===== config.mk =====
export PLATFORM = sky130hd
export DESIGN_NAME = cruce_peatonal
export DESIGN_NICKNAME = d
export VERILOG_FILES = /design/src/rtl/cruce_peatonal_pkg.sv /design/src/rtl/cruce_peatonal_lado.sv /design/src/rtl/cruce_peatonal.sv
export SDC_FILE = /design/constraint.sdc
export NUM_CORES = 1
export LEC_CHECK = 0
export CELL_PAD_IN_SITES_DETAIL_PLACEMENT = 2
export CELL_PAD_IN_SITES_GLOBAL_PLACEMENT = 2
export CORE_AREA = 2 2 86 88
export DETAILED_ROUTE_END_ITERATION = 10
export DIE_AREA = 0 0 88 90
export DONT_BUFFER_PORTS = 1
export HOLD_SLACK_MARGIN = 0.05
export PLACE_DENSITY_LB_ADDON = 0.1
export SLEW_MARGIN = 20
export SYNTH_ARGS = -nofsm -noshare
export SYNTH_HDL_FRONTEND = slang
export SYNTH_SLANG_ARGS = --single-unit

===== constraint.sdc =====
create_clock -name clk -period 2.2 [get_ports clk]
set_clock_uncertainty 0.05 [all_clocks]
set_input_delay 0.22 -clock clk [delete_from_list [all_inputs] [get_ports clk]]
set_output_delay 0.22 -clock clk [all_outputs]
set_load 0.01 [all_outputs]

===== src/rtl/cruce_peatonal_pkg.sv =====
// Shared definitions for the pedestrian crossing block: light codes, FSM
// state encodings and the constant helpers used to size counters.
package cruce_peatonal_pkg;

  localparam logic [1:0] ROJO     = 2'b00;
  localparam logic [1:0] AMARILLO = 2'b01;
  localparam logic [1:0] VERDE    = 2'b10;
  localparam logic [1:0] ILEGAL   = 2'b11;

  localparam logic [1:0] IDLE      = 2'd0;
  localparam logic [1:0] SOLICITUD = 2'd1;
  localparam logic [1:0] PASO      = 2'd2;
  localparam logic [1:0] PARPADEO  = 2'd3;

  function automatic int clog2(input int value);
    int res;
    int v;
    res = 0;
    v = value - 1;
    while (v > 0) begin
      res = res + 1;
      v = v >>> 1;
    end
    return res;
  endfunction

  function automatic int max3(input int a, input int b, input int c);
    int m;
    m = (a > b) ? a : b;
    return (m > c) ? m : c;
  endfunction

endpackage


===== src/rtl/cruce_peatonal_lado.sv =====
// One street side: button synchroniser and debouncer, request/walk FSM,
// phase timer and blink generator. Lamp and request outputs are registered.
module cruce_lado
  import cruce_peatonal_pkg::*;
#(
  parameter int DEBOUNCE_CYC = 4,
  parameter int WALK_CYC     = 10,
  parameter int CLEAR_CYC    = 6,
  parameter int BLINK_CYC    = 2
) (
  input  logic       clk,
  input  logic       reset,
  input  logic       enb,
  input  logic       boton,
  input  logic [1:0] semaforo,
  output logic       peatonal,
  output logic       paso
);

  localparam int DW = clog2(DEBOUNCE_CYC) + 1;
  localparam int TW = clog2(max3(WALK_CYC, CLEAR_CYC, BLINK_CYC)) + 1;
  localparam logic [DW-1:0] DEB_MAX = DW'(DEBOUNCE_CYC);
  localparam logic [TW-1:0] WALK_T  = TW'(WALK_CYC);
  localparam logic [TW-1:0] CLEAR_T = TW'(CLEAR_CYC);
  localparam logic [TW-1:0] BLINK_T = TW'(BLINK_CYC);
  localparam logic [TW-1:0] ONE_T   = TW'(1);

  logic [1:0]    sync_r;
  logic [DW-1:0] deb_r, deb_n;
  logic          press_r, press_n;
  logic [1:0]    light_r;
  logic [1:0]    state_r, state_n;
  logic [TW-1:0] timer_r, timer_n;
  logic [TW-1:0] blink_r, blink_n;
  logic          phase_r, phase_n;

  // Press pulse fires only on the cycle the saturating counter reaches the limit.
  always_comb begin
    deb_n   = deb_r;
    press_n = 1'b0;
    if (sync_r[1]) begin
      if (deb_r != DEB_MAX) begin
        deb_n = deb_r + DW'(1);
      end else begin
        deb_n = deb_r;
      end
      press_n = (deb_r == (DEB_MAX - DW'(1)));
    end else begin
      deb_n = '0;
    end
  end

  // The FSM acts on the registered light code; a not-red light always wins over the timers.
  always_comb begin
    state_n = state_r;
    timer_n = timer_r;
    blink_n = blink_r;
    phase_n = phase_r;
    case (state_r)
      IDLE: begin
        if (press_r) state_n = SOLICITUD;
        else         state_n = IDLE;
      end
      SOLICITUD: begin
        if (light_r == ROJO) begin
          state_n = PASO;
          timer_n = WALK_T;
        end else begin
          state_n = SOLICITUD;
        end
      end
      PASO: begin
        if (light_r != ROJO) begin
          state_n = IDLE;
        end else if (timer_r == ONE_T) begin
          state_n = PARPADEO;
          timer_n = CLEAR_T;
          blink_n = BLINK_T;
          phase_n = 1'b0;
        end else begin
          timer_n = timer_r - ONE_T;
        end
      end
      PARPADEO: begin
        if (light_r != ROJO || timer_r == ONE_T) begin
          state_n = IDLE;
        end else begin
          timer_n = timer_r - ONE_T;
          if (blink_r == ONE_T) begin
            blink_n = BLINK_T;
            phase_n = ~phase_r;
          end else begin
            blink_n = blink_r - ONE_T;
          end
        end
      end
      default: state_n = IDLE;
    endcase
  end

  // State, counters and output registers; everything holds while enb is low.
  always_ff @(posedge clk) begin
    if (reset) begin
      sync_r   <= 2'b00;
      deb_r    <= '0;
      press_r  <= 1'b0;
      light_r  <= ROJO;
      state_r  <= IDLE;
      timer_r  <= '0;
      blink_r  <= '0;
      phase_r  <= 1'b0;
      peatonal <= 1'b0;
      paso     <= 1'b0;
    end else if (enb) begin
      sync_r   <= {sync_r[0], boton};
      deb_r    <= deb_n;
      press_r  <= press_n;
      light_r  <= semaforo;
      state_r  <= state_n;
      timer_r  <= timer_n;
      blink_r  <= blink_n;
      phase_r  <= phase_n;
      peatonal <= (state_n == SOLICITUD);
      paso     <= (state_n == PASO) || ((state_n == PARPADEO) && phase_n);
    end
  end

endmodule


===== src/rtl/cruce_peatonal.sv =====
// Pedestrian-side interface for the calle controller: two independent street
// sides plus an optional sticky fault monitor enabled by CRUCE_FALLA_EN.
module cruce_peatonal
  import cruce_peatonal_pkg::*;
#(
  parameter int DEBOUNCE_CYC = 4,
  parameter int WALK_CYC     = 10,
  parameter int CLEAR_CYC    = 6,
  parameter int BLINK_CYC    = 2
) (
  input  logic       clk,
  input  logic       reset,
  input  logic       enb,
  input  logic       boton_a,
  input  logic       boton_b,
  input  logic [1:0] semaforo_a,
  input  logic [1:0] semaforo_b,
  output logic       a_peatonal,
  output logic       b_peatonal,
  output logic       paso_a,
  output logic       paso_b,
  output logic       falla
);

  logic paso_a_s;
  logic paso_b_s;

  cruce_lado #(
    .DEBOUNCE_CYC(DEBOUNCE_CYC), .WALK_CYC(WALK_CYC),
    .CLEAR_CYC(CLEAR_CYC), .BLINK_CYC(BLINK_CYC)
  ) u_lado_a (
    .clk(clk), .reset(reset), .enb(enb), .boton(boton_a),
    .semaforo(semaforo_a), .peatonal(a_peatonal), .paso(paso_a_s)
  );

  cruce_lado #(
    .DEBOUNCE_CYC(DEBOUNCE_CYC), .WALK_CYC(WALK_CYC),
    .CLEAR_CYC(CLEAR_CYC), .BLINK_CYC(BLINK_CYC)
  ) u_lado_b (
    .clk(clk), .reset(reset), .enb(enb), .boton(boton_b),
    .semaforo(semaforo_b), .peatonal(b_peatonal), .paso(paso_b_s)
  );

`ifdef CRUCE_FALLA_EN
  logic falla_r;
  logic fault_s;

  // Fault is judged on the live light codes so it latches on the same edge.
  always_comb begin
    fault_s = (semaforo_a == ILEGAL) || (semaforo_b == ILEGAL) ||
              ((semaforo_a == VERDE) && (semaforo_b == VERDE)) ||
              (paso_a_s && (semaforo_a != ROJO)) ||
              (paso_b_s && (semaforo_b != ROJO));
  end

  // Sticky fault flag; only reset clears it.
  always_ff @(posedge clk) begin
    if (reset) begin
      falla_r <= 1'b0;
    end else if (enb) begin
      falla_r <= falla_r | fault_s;
    end
  end

  assign falla  = falla_r;
  assign paso_a = paso_a_s & ~falla_r;
  assign paso_b = paso_b_s & ~falla_r;
`else
  assign falla  = 1'b0;
  assign paso_a = paso_a_s;
  assign paso_b = paso_b_s;
`endif

endmodule

==> results of run 1 <==
[placed cells by master (no fill, tap or decap), drive strengths merged, types with 4 or more instances in the layout]
cell type	netlist	final
o21ai	24	24
xnor2	5	5
clkbuf	11	5
nand3	6	6
ha	14	14
mux2i	10	10
and3	6	6
nor2b	5	5
dlygate4sd3	0	8
a31o	4	4
nand2	24	24
dfxtp	46	46
a311oi	5	5
inv	22	25
nand4	5	5
a211oi	10	10
a21oi	23	23
nor3	10	10
a31oi	4	4
buf	4	6
nor2	34	34
nor4b	6	6
[repair_timing]
action | 4_1_cts | 5_1_grt
resized for setup | 0 | 0
hold endpoints to repair | 44 | 0
hold buffers | 9 | 0
[how the worst max path moves through the flow]
stage,end,cells past startpoint
after global placement,u_lado_a.paso$_SDFFE_PP0P_,5
after detailed placement,u_lado_a.paso$_SDFFE_PP0P_,5
final,u_lado_a.paso$_SDFFE_PP0P_,5
after floorplan,u_lado_a.paso$_SDFFE_PP0P_,5
after CTS,u_lado_a.blink_r[4]$_SDFFE_PP0P_,5
after global routing,u_lado_a.blink_r[4]$_SDFFE_PP0P_,5
[per-stage QoR]
step	std cells	cell area (sq um)	worst slack [ps]
6_report	418	2900	261
3_5_place_dp	401	2710	269
5_1_grt	418	2900	90.0
2_1_floorplan	312	2620	388
4_1_cts	418	2900	241
3_3_place_gp	401	2710	319
[Yosys cell counts (2+ instances only)]
library cell               instances  area share (%)
sky130_fd_sc_hd__and3_1            5             1.2
sky130_fd_sc_hd__nand4_1           5             1.2
sky130_fd_sc_hd__o31ai_1           3            0.86
sky130_fd_sc_hd__nor2b_1           5             1.2
sky130_fd_sc_hd__and2_2            2            0.57
sky130_fd_sc_hd__nor4b_1           3             1.0
sky130_fd_sc_hd__a211oi_2          2            0.95
sky130_fd_sc_hd__inv_1            22             3.1
sky130_fd_sc_hd__a31oi_1           4            0.95
sky130_fd_sc_hd__o211ai_1          2            0.57
sky130_fd_sc_hd__o21bai_1          2            0.57
sky130_fd_sc_hd__nand2_1          24             3.4
sky130_fd_sc_hd__buf_4             3            0.86
sky130_fd_sc_hd__nand2b_1          2            0.48
sky130_fd_sc_hd__a22oi_1           2            0.57
sky130_fd_sc_hd__a31o_2            3             1.0
sky130_fd_sc_hd__nor4b_4           2             1.8
sky130_fd_sc_hd__a211oi_1          8             2.3
sky130_fd_sc_hd__nand3_1           6             1.1
sky130_fd_sc_hd__nor3_1           10             1.9
sky130_fd_sc_hd__or4b_1            2            0.76
sky130_fd_sc_hd__clkbuf_1         10             1.4
sky130_fd_sc_hd__a21oi_1          23             4.4
sky130_fd_sc_hd__dfxtp_1          46              35
sky130_fd_sc_hd__nor2_1           34             4.9
sky130_fd_sc_hd__o21ai_0          23             4.4
sky130_fd_sc_hd__ha_1             14             6.7
sky130_fd_sc_hd__mux2i_1          10             3.8
sky130_fd_sc_hd__a21o_1            2            0.57
sky130_fd_sc_hd__a311oi_1          5             1.7
sky130_fd_sc_hd__xnor2_1           5             1.7
[critical path: stages, from the launching register on]
cell and delay, ps:
sky130_fd_sc_hd__dfxtp_1 430, sky130_fd_sc_hd__ha_1 200, sky130_fd_sc_hd__or4b_4 510, sky130_fd_sc_hd__and3_4 180
sky130_fd_sc_hd__o31a_1 280, sky130_fd_sc_hd__a221oi_2 210
[power groups by stage]
stage | logic, mW | registers (mW) | clock network, mW
after floorplan | 0.114 | 0.886 | 0
after global placement | 0.112 | 0.896 | 0
after detailed placement | 0.115 | 0.897 | 0
after CTS | 0.154 | 0.878 | 0.609
after global routing | 0.171 | 0.881 | 0.632
final | 0.153 | 0.878 | 0.584
[area by class of cell]
cell class,instances,area share (%)
multi-input cells,229,53.1
well taps,99,4.27
flip-flops and latches,46,31.7
clock buffers,5,2.37
inverters,22,2.84
repair buffers,14,4.74
clock inverters,3,0.905
[cell families after synthesis]
| family | Yosys count | synth area share, % |
|---|---|---|
| simple gates | 111 | 24.5 |
| compound gates | 88 | 22.0 |
| flops | 46 | 35.1 |
| buf+inv | 37 | 6.10 |
| fa+ha+maj | 14 | 6.68 |
| mux | 10 | 3.82 |
| xor+xnor | 5 | 1.67 |
| other cells | 1 | 0.143 |
[sequential cells by signal, indices dropped and copies added (netlist names), 3 cells and up]
signal / flops
u_lado_b.deb_r: 3
u_lado_a.deb_r: 3
u_lado_b.blink_r: 5
u_lado_a.blink_r: 5
u_lado_a.timer_r: 5
u_lado_b.timer_r: 5
[layer usage]
metal	vias to the layer above	global-route usage [%]
li1	1132	-
met1	1135	25.7
met2	20	29.4
met3	7	3.40
met4	0	5.77
met5	-	0
==> PnR_summary.wiki, run 1 <==
{| class="wikitable"
! Metric !! Value
|-
| Io pins || 14
|-
| Net switching power || 0.461 mW
|-
| CP Capture Type || flip-flop
|-
| Worst-path fanout max || 6
|-
| CP Class || flip-flop to flip-flop
|-
| CTS Buf Count || 5
|-
| Achievable clock frequency || 516 MHz
|-
| Total negative setup slack || 0 ps
|-
| Share of final-layout standard cells stronger than drive strength 1 || 10.3%
|-
| Post-CTS setup-driven buffer insertion count || 0
|-
| Async S/R FF share, synth || 0%
|-
| Net Count, Synth || 335
|-
| Starting density of the core || 37.4%
|-
| Num rows || 31
|-
| Fin. Hold Viols || 0
|-
| Power per unit of standard cell area || 556 mW/mm^2
|-
| FF-to-FF End || u_lado_a.paso$_SDFFE_PP0P_
|-
| Top Layer Used || met4
|-
| Worst min path class || primary input to flip-flop
|-
| Number of vias per cell || 5.49
|-
| Vertical die dimension || 90 microns
|-
| Startpoint types || flip-flop
|-
| Peak VDD IR || 348 uV
|-
| Total internal power || 1.15 mW
|-
| Pin count of the biggest net entering global routing || 44
|-
| Buffers from clock root to sink, at most || 2
|-
| Part of the total power dissipated in combinational logic || 9.5%
|-
| Register area share after synthesis || 35.1%
|-
| Number of instances on the worst hold path || 2
|-
| Metal3 WL || 174 microns
|-
| Remaining antenna violation count after routing || 0
|-
| Remaining routing DRC violations || 0
|-
| Number of setup violations in the final report || 0
|-
| Combined global-route utilization of all metal layers || 18.6%
|-
| Iter 0 DRT Violations || 75
|-
| Worst-case register-to-register setup slack || 260 ps
|-
| Total via count after detailed routing || 2294
|-
| Die footprint || 0.00792 sq mm
|-
| Synth Instances || 312
|-
| Post-route minimum period || 1940 ps
|-
| Max-slew headroom || 37.7%
|-
| Combined area of all synthesized cells || 0.00262 sq mm
|-
| EDFF count, synth || 0
|-
| Area taken by flip-flops and latches || 921 sq um
|-
| Final design utilization || 41.3%
|-
| Quantity of I/O buffers inserted on ports || 0
|-
| Status || finished clean
|-
| Antenna fix cells || 0
|-
| Detailed-router iteration count before antenna repair || 4
|-
| Critical path data arrival time || 2130 ps
|-
| Total area of multi-input combinational cells || 0.00154 sq mm
|-
| Final worst hold slack || 66.1 ps
|-
| Max-cap violations || 0
|-
| Worst setup startpoint || u_lado_a.timer_r[0]$_SDFFE_PP0P_
|-
| Worst Tran Pin Value || 931 ps
|-
| Last weighted congestion value of the routability-driven placer || 0.745
|-
| Filler Cell Count || 806
|-
| Later-pin clock latency in the skew report || 320 ps
|-
| Post-layout net count || 341
|-
| Final routed wire length divided by cell count || 16.7 microns
|-
| Standby leakage power || 0.978 nW
|-
| Period Utilization, post-route || 88.1%
|-
| Relative contribution of sequential cells to total power || 54.4%
|-
| Number of sinks driven by the clock tree || 46
|-
| Primary flip-flop cell chosen by synthesis mapping || sky130_fd_sc_hd__dfxtp_1
|-
| Clk pwr share || 36.2%
|-
| Synth warn || 0
|-
| Final Max Tran Viols || 0
|-
| Wire length of the first global-routing pass || 11800 microns
|-
| Post-CTS clock slew at the launch and capture registers of the worst setup and hold paths || 100 ps
|-
| Core Area || 0.00702 sq mm
|-
| Overall Power || 1.61 mW
|-
| Flops & latches, synth || 46
|-
| Detailed placer's ending HPWL || 4620 microns
|-
| Initial antenna violation count || 0
|-
| Data required time at the worst endpoint || 2400 ps
|-
| Wirelength, routed || 6980 microns
|-
| Htree depth || 2
|-
| Worst Hold Path EP || u_lado_a.timer_r[4]$_SDFFE_PP0P_
|-
| Layout area overhead || 10.6%
|-
| Via count of the first global-routing pass || 2332
|-
| Chip width || 88 microns
|-
| TritonCTS clock tree || built
|-
| Launching point of the worst reg2reg path || u_lado_a.timer_r[0]$_SDFFE_PP0P_
|-
| Hold path startpoint || reset
|-
| Worst reg-to-reg path cell count || 5
|-
| Met1 wire length || 3460 microns
|-
| Number of distinct standard cells referenced by the synthesized netlist || 54
|-
| Clk root buf || sky130_fd_sc_hd__clkbuf_8
|-
| DR WL met2 || 3230 microns
|-
| Total congestion overflow after global routing || 0
|-
| Avg Synthesized Cell Area || 8.41 sq um
|-
| Setup repair after global routing missed its margin || no
|-
| Net Sw Frac || 28.6%
|}
Note: power is estimated with default switching activity, not from simulation.
==> inputs of run 2 (changes only) <==
--- a/config.mk
+++ b/config.mk
@@ -13,7 +13,6 @@
 export DONT_BUFFER_PORTS = 1
 export HOLD_SLACK_MARGIN = 0.05
 export PLACE_DENSITY_LB_ADDON = 0.1
-export SLEW_MARGIN = 20
 export SYNTH_ARGS = -nofsm -noshare
 export SYNTH_HDL_FRONTEND = slang
 export SYNTH_SLANG_ARGS = --single-unit
==> results of run 2 <==
No change in the layout: final DEF, timing and power equal those of run 1.
